### config.mk
export PLATFORM = sky130hd
export DESIGN_NAME = stop_watch_cu
export DESIGN_NICKNAME = d
export VERILOG_FILES = /design/src/rtl/stop_watch_pkg.sv /design/src/rtl/stop_watch_cu_btn_edge_det.sv /design/src/rtl/stop_watch_cu.sv
export SDC_FILE = /design/constraint.sdc
export NUM_CORES = 1
export LEC_CHECK = 0
export ABC_CLOCK_PERIOD_IN_PS = 3200
export CORE_AREA = 4 4 41 43
export DETAILED_ROUTE_END_ITERATION = 7
export DIE_AREA = 0 0 45 47
export DONT_BUFFER_PORTS = 1
export PLACE_DENSITY_LB_ADDON = 0.05
export SKIP_LAST_GASP = 1
export SLEW_MARGIN = 20
export SYNTH_ARGS = -nofsm -noshare
export SYNTH_HDL_FRONTEND = slang
export SYNTH_SLANG_ARGS = --single-unit
### constraint.sdc
create_clock -name clk -period 3.2 [get_ports clk]
set_input_delay 0.64 -clock clk [delete_from_list [all_inputs] [get_ports clk]]
set_output_delay 0.64 -clock clk [all_outputs]
set_load 0.01 [all_outputs]
### src/rtl/stop_watch_pkg.sv
// Shared state encodings for the stopwatch control unit.
package stop_watch_pkg;

   localparam int unsigned STATE_W = 2;

   typedef enum logic [STATE_W-1:0] {
      ST_STOP  = 2'b00,
      ST_RUN   = 2'b01,
      ST_CLEAR = 2'b10
   } state_e;

endpackage

### src/rtl/stop_watch_cu_btn_edge_det.sv
// Rising-edge detector for a debounced button level; one-cycle press event.
// prev resets to 1 so a button held through reset produces no event.
module btn_edge_det (
   input  logic clk,
   input  logic rst,
   input  logic i_level,
   output logic o_event
);

   logic prev_q;
   logic prev_d;

   always_comb begin
      prev_d = i_level;
   end

   always_ff @(posedge clk) begin
      if (rst) begin
         prev_q <= 1'b1;
      end else begin
         prev_q <= prev_d;
      end
   end

   assign o_event = i_level & ~prev_q;

endmodule

### src/rtl/stop_watch_cu.sv
// Stopwatch control unit: STOP/RUN/CLEAR sequencer driving the datapath run/clear controls.
// Optional lap-hold output is enabled by defining STOPWATCH_LAP_EN.
module stop_watch_cu
   import stop_watch_pkg::*;
#(
   parameter int unsigned CLEAR_CYCLES = 2
) (
   input  logic               clk,
   input  logic               rst,
   input  logic               i_btn_run,
   input  logic               i_btn_clear,
   input  logic               i_btn_lap,
   output logic               o_run,
   output logic               o_clear,
   output logic               o_lap_hold,
   output logic [STATE_W-1:0] o_state
);

   localparam int unsigned     CNT_W    = $clog2(CLEAR_CYCLES + 1);
   localparam logic [CNT_W-1:0] CNT_LOAD = CNT_W'(CLEAR_CYCLES - 1);

   logic [STATE_W-1:0] state_q, state_d;
   logic [CNT_W-1:0]   cnt_q, cnt_d;
   logic               run_ev;
   logic               clear_ev;

   btn_edge_det u_run_edge (
      .clk     (clk),
      .rst     (rst),
      .i_level (i_btn_run),
      .o_event (run_ev)
   );

   btn_edge_det u_clear_edge (
      .clk     (clk),
      .rst     (rst),
      .i_level (i_btn_clear),
      .o_event (clear_ev)
   );

   always_ff @(posedge clk) begin
      if (rst) begin
         state_q <= ST_STOP;
         cnt_q   <= '0;
      end else begin
         state_q <= state_d;
         cnt_q   <= cnt_d;
      end
   end

   // Events arriving in CLEAR, or a clear event in RUN, are dropped rather than queued.
   always_comb begin
      state_d = state_q;
      cnt_d   = cnt_q;
      case (state_q)
         ST_STOP: begin
            if (run_ev) begin
               state_d = ST_RUN;
            end else if (clear_ev) begin
               state_d = ST_CLEAR;
               cnt_d   = CNT_LOAD;
            end
         end
         ST_RUN: begin
            if (run_ev) begin
               state_d = ST_STOP;
            end
         end
         ST_CLEAR: begin
            if (cnt_q == '0) begin
               state_d = ST_STOP;
            end else begin
               cnt_d = cnt_q - CNT_W'(1);
            end
         end
         default: begin
            state_d = ST_STOP;
         end
      endcase
   end

`ifdef STOPWATCH_LAP_EN
   logic lap_ev;
   logic lap_hold_q, lap_hold_d;

   btn_edge_det u_lap_edge (
      .clk     (clk),
      .rst     (rst),
      .i_level (i_btn_lap),
      .o_event (lap_ev)
   );

   always_ff @(posedge clk) begin
      if (rst) begin
         lap_hold_q <= 1'b0;
      end else begin
         lap_hold_q <= lap_hold_d;
      end
   end

   always_comb begin
      lap_hold_d = lap_hold_q;
      if ((state_d == ST_CLEAR) && (state_q != ST_CLEAR)) begin
         lap_hold_d = 1'b0;
      end else if (lap_ev) begin
         if (state_q == ST_RUN) begin
            lap_hold_d = ~lap_hold_q;
         end else if (state_q == ST_STOP) begin
            lap_hold_d = 1'b0;
         end
      end
   end
`else
   logic unused_lap;
   assign unused_lap = i_btn_lap;
`endif

   // Moore outputs decoded straight from the state register.
   always_comb begin
      o_run   = (state_q == ST_RUN);
      o_clear = (state_q == ST_CLEAR);
      o_state = state_q;
`ifdef STOPWATCH_LAP_EN
      o_lap_hold = lap_hold_q;
`else
      o_lap_hold = 1'b0;
`endif
   end

endmodule
# --- Word-level counts from Yosys, hierarchy flattened ---
# Cells that the tools add are included.
op_classes:
  addsub: 1
  eq_ne: 8
  reduce_logical: 5
  bitwise: 4
  mux: 9
op_table:
  columns: ["op", "count"]
  rows:
  - ["2-to-1 mux 2 bit", 7]
  - ["inequality test 2 bit (second input constant)", 3]
  - ["one-hot mux 2 bit (3 select lines)", 1]
  - ["zero test 2 bit", 2]
  - ["inequality test 2 x 1 -> 1 bit (second input constant)", 2]
  - ["one-hot mux 2 bit (2 select lines)", 1]
  - ["AND reduction 4 bit", 1]
  - ["inequality test 3 bit (second input constant)", 1]
  - ["AND reduction 3 bit", 1]
  - ["AND 1 bit", 2]
  - ["equality test 2 x 1 -> 1 bit (second input constant)", 1]
  - ["equality test 2 bit (second input constant)", 1]
  - ["inverter 1 bit", 2]
  - ["nonzero test 2 bit", 1]
  - ["subtractor 2 x 1 -> 2 bit (second input constant)", 1]
totals:
  out_inout_bits: 5
  regBits: 6
  in_bits: 5
  word_cells: 31

# --- Longest topological paths before layout ---
logic_depth:
  depth_word: 5
  ltp_mapped: 5

# --- By module ---
# From an unflattened synthesis, not the netlist that was laid out.
hier_totals:
  hier_cells: 28
  area_unflattened_um2: 272.8
by_module_without_submodules:
  columns: ["module", "cells_each", "n_inst", "seq_area_each_um2", "area_per_inst_um2"]
  rows:
  - ["stop_watch_cu", 22, 1, 80.1, 207.7]
  - ["btn_edge_det", 3, 2, 20.0, 32.5]

# --- Worst setup path after synthesis ---
# Ideal clock, no wire load.
synth_path:
  kind: "register to output"
  startpoint: "reg state_q[0] (netlist: o_state[0])"
  endpoint: "out o_run"
  required_time_ns: 2.560
  path_stages_with_launch: 2
  arrival_time_ns: 0.737
  path_slack_ns: 1.823
  path_buffers: 0
  path_cell_list: "dfxtp_1 -> and2b_2"
synth_between:
  elab_chain_len: 1
synth_rtl:
  columns: ["element", "line_no", "source"]
  rows:
  - ["start, declared", "stop_watch_cu.sv:22", "logic [STATE_W-1:0] state_q, state_d;"]
  - ["start signal, assigned", "stop_watch_cu.sv:46", "state_q <= state_d;"]
  - ["equality test 2 x 1 -> 1 bit", "stop_watch_cu.sv:120", "o_run = (state_q == ST_RUN);"]
  - ["end, declared", "stop_watch_cu.sv:13", "output logic o_run,"]
# Every way passes these cells.

# --- Final worst setup path ---
# Same ends and word-level chain as after synthesis.

==> results.sh <==
export IMPL_initial_core_util=0.227
export IMPL_core_area_um2=1300
export IMPL_port_buffers=0
export IMPL_antenna_left=0
export IMPL_fin_crit_ps=1680
export IMPL_grt_max_degree=8
export IMPL_worstRegToRegCells=5
export IMPL_area_growth_pct=11.4
export IMPL_synth_distinct_cells=20
export IMPL_status="complete, no violations"
export IMPL_dr_pass1_iters=2
export IMPL_crit_type="reg -> out"
export IMPL_gp_congestion=0.651
export IMPL_htree_levels=1
export IMPL_clk_root_buffer_cell="clkbuf_4"
export IMPL_fin_cells=44
export IMPL_p_comb_frac=0.073
export IMPL_rsz0062_at_grt="false"
export IMPL_mostFrequentLayoutCells="dfxtp_1 (6), clkbuf_4 (3), inv_1 (2), or2_2 (2)"
export IMPL_grt_overflow=0
export IMPL_min_path_cells=1
export IMPL_p_leak_nw=0.129
export IMPL_cts_tree="built"
export IMPL_powerDensity_nw_per_um2=503
export IMPL_postCtsSetupRepairBufs=0
export IMPL_syn_nets=33
export IMPL_clock_fmax_ghz=0.595
export IMPL_p_int_uw=127
export IMPL_r2r_slack_ps=1980
export IMPL_antennaDiodeCount=0
export IMPL_wl_met1_um=209
export IMPL_synthCells=27
export IMPL_cp_end_kind="output pin"
export IMPL_vias=181
export IMPL_die_x_um=45
export IMPL_cts_resized=0
export IMPL_row_count=13
export IMPL_n_fill_cell=151
export IMPL_switching_share=0.230
export IMPL_hold_buffers=0
export IMPL_synth_seq_cells=6
export IMPL_ios=10
export IMPL_met3WireLength_um=51
export IMPL_path_depth=1
export IMPL_track_usage=0.0609
export IMPL_clkLatencyLatePin_ps=250
export IMPL_syn_area_um2=295
export IMPL_path_delay_family="flip-flops"
export IMPL_clk_path_buf_depth=2
export IMPL_drt_iter0_drc=3
export IMPL_grt_pass1_wl_um=800
export IMPL_dpl_hpwl_um=386
export IMPL_cp_data_required_time_ps=2560
export IMPL_cp_start_kind="flip-flop"
export IMPL_arrival_ps=1040
export IMPL_synth_yosys_warnings=0
export IMPL_dieArea_um2=2120
export IMPL_finalCritPeriodShare=0.525
export IMPL_grt_pass1_vias=188
export IMPL_routedWlPerCell_um=11.1
export IMPL_seqPwrFrac=0.500
export IMPL_hold_viol=0
export IMPL_cp_max_fo=6
export IMPL_critPathMaxStageDelay_ps=550
export IMPL_top_layer_used="met4"
export IMPL_worst_path_max_delay_cell="dfxtp_1"
export IMPL_p_switching_uw=38.1
export IMPL_drc_errors=0
export IMPL_hp_class="in -> reg"
export IMPL_p_clk_frac=0.427
export IMPL_layout_commonest_cell="dfxtp_1"
export IMPL_vdd_ir_drop_max_mv=0.161
export IMPL_dp_cells=41
export IMPL_cap_violations=0
export IMPL_crit_chain="and2b_2"
export IMPL_maxSlewViolCount=0
export IMPL_finalSetupViolCount=0
export IMPL_die_h_um=47
export IMPL_skew_ps=2.35
export IMPL_yosysSeqAreaShare=0.407
export IMPL_nNetsFinal=37
export IMPL_final_util=0.253
export IMPL_via_per_inst=4.11
export IMPL_cp_num_buf_inv=0
export IMPL_tns_ps=0
export IMPL_met2_length_um=199
export IMPL_cts_clk_slew_worst_paths_ps=40
export IMPL_cts_buffers=3
export IMPL_antenna_found_initial=0
export IMPL_syn_avg_cell_area_um2=10.9
export IMPL_drive_gt1_frac=0.345
export IMPL_routed_wl_um=487
export IMPL_cts_sinks=6
## cell usage after synthesis (all sizes together)
| cell type | count | share of area |
|---|---|---|
| a21oi | 1 | 0.017 |
| and2b | 1 | 0.030 |
| buf | 1 | 0.025 |
| conb | 1 | 0.013 |
| dfxtp | 6 | 0.41 |
| ha | 1 | 0.042 |
| inv | 2 | 0.025 |
| nand2 | 1 | 0.013 |
| nand2b | 1 | 0.021 |
| nor2 | 1 | 0.013 |
| nor2b | 2 | 0.051 |
| nor3 | 1 | 0.017 |
| nor3b | 1 | 0.064 |
| nor4 | 1 | 0.072 |
| o21ba | 1 | 0.034 |
| o31a | 1 | 0.030 |
| o41ai | 1 | 0.055 |
| or2 | 2 | 0.042 |
| xnor2 | 1 | 0.030 |
## sequential cells by signal, indices dropped and copies added, names as in the netlist
signal	cells
cnt_q	2
o_state	2
u_clear_edge.prev_q	1
u_run_edge.prev_q	1
## power by group through the flow
stage	logic [mW]	clock network [mW]	registers [mW]
4_1_cts	0.0124	0.0741	0.0829
3_5_place_dp	0.0123	0	0.0843
2_1_floorplan	0.0121	0	0.0835
6_report	0.0122	0.0707	0.0827
5_1_grt	0.0138	0.0782	0.0833
3_3_place_gp	0.0122	0	0.0843
## through the flow
step	setup WS (ps)	area, um^2	hold slack, ps	power (mW)
floorplan	1820	295	469	0.0956
global placement	1760	307	489	0.0965
detailed placement	1760	307	488	0.0966
CTS	1490	329	458	0.169
global route	1460	329	457	0.175
finish	1520	329	466	0.166
## cells by family (layout without fill, tap and decap cells)
| family | after synthesis | count (layout) | share of synthesized area |
|---|---|---|---|
| buffers and inverters | 3 | 5 | 0.0509 |
| other | 1 | 1 | 0.0127 |
| XOR/XNOR | 1 | 1 | 0.0297 |
| flip-flops | 6 | 6 | 0.407 |
| AO/OA/AOI/OAI | 4 | 4 | 0.136 |
| AND/OR/NAND/NOR | 11 | 11 | 0.322 |
| adder cells (fa/ha/maj) | 1 | 1 | 0.0424 |
## area by class of cell
type	instances	area (um^2)	share of cell area
sequential	6	120	0.365
inverter	2	7.51	0.0228
clock buffer	3	22.5	0.0684
multi-input combinational	18	160	0.487
tap	15	18.8	0.0570
## worst paths after layout
| check | to | startpoint |
|---|---|---|
| max | o_run | o_state[0]$_SDFFE_PP0P_ |
| min | o_state[0]$_SDFFE_PP0P_ | rst |
| max reg2reg | cnt_q[0]$_SDFFE_PP0P_ | cnt_q[0]$_SDFFE_PP0P_ |
| min reg2reg | cnt_q[1]$_SDFFE_PP0P_ | cnt_q[1]$_SDFFE_PP0P_ |
## per-layer routing
metal | GRT usage | vias to the layer above
li1 | - | 92
met2 | 0.0650 | 9
met3 | 0.0268 | 3
met5 | 0 | -
met4 | 0.105 | 0
met1 | 0.0661 | 77
Note: power is estimated with default switching activity, not from simulation.
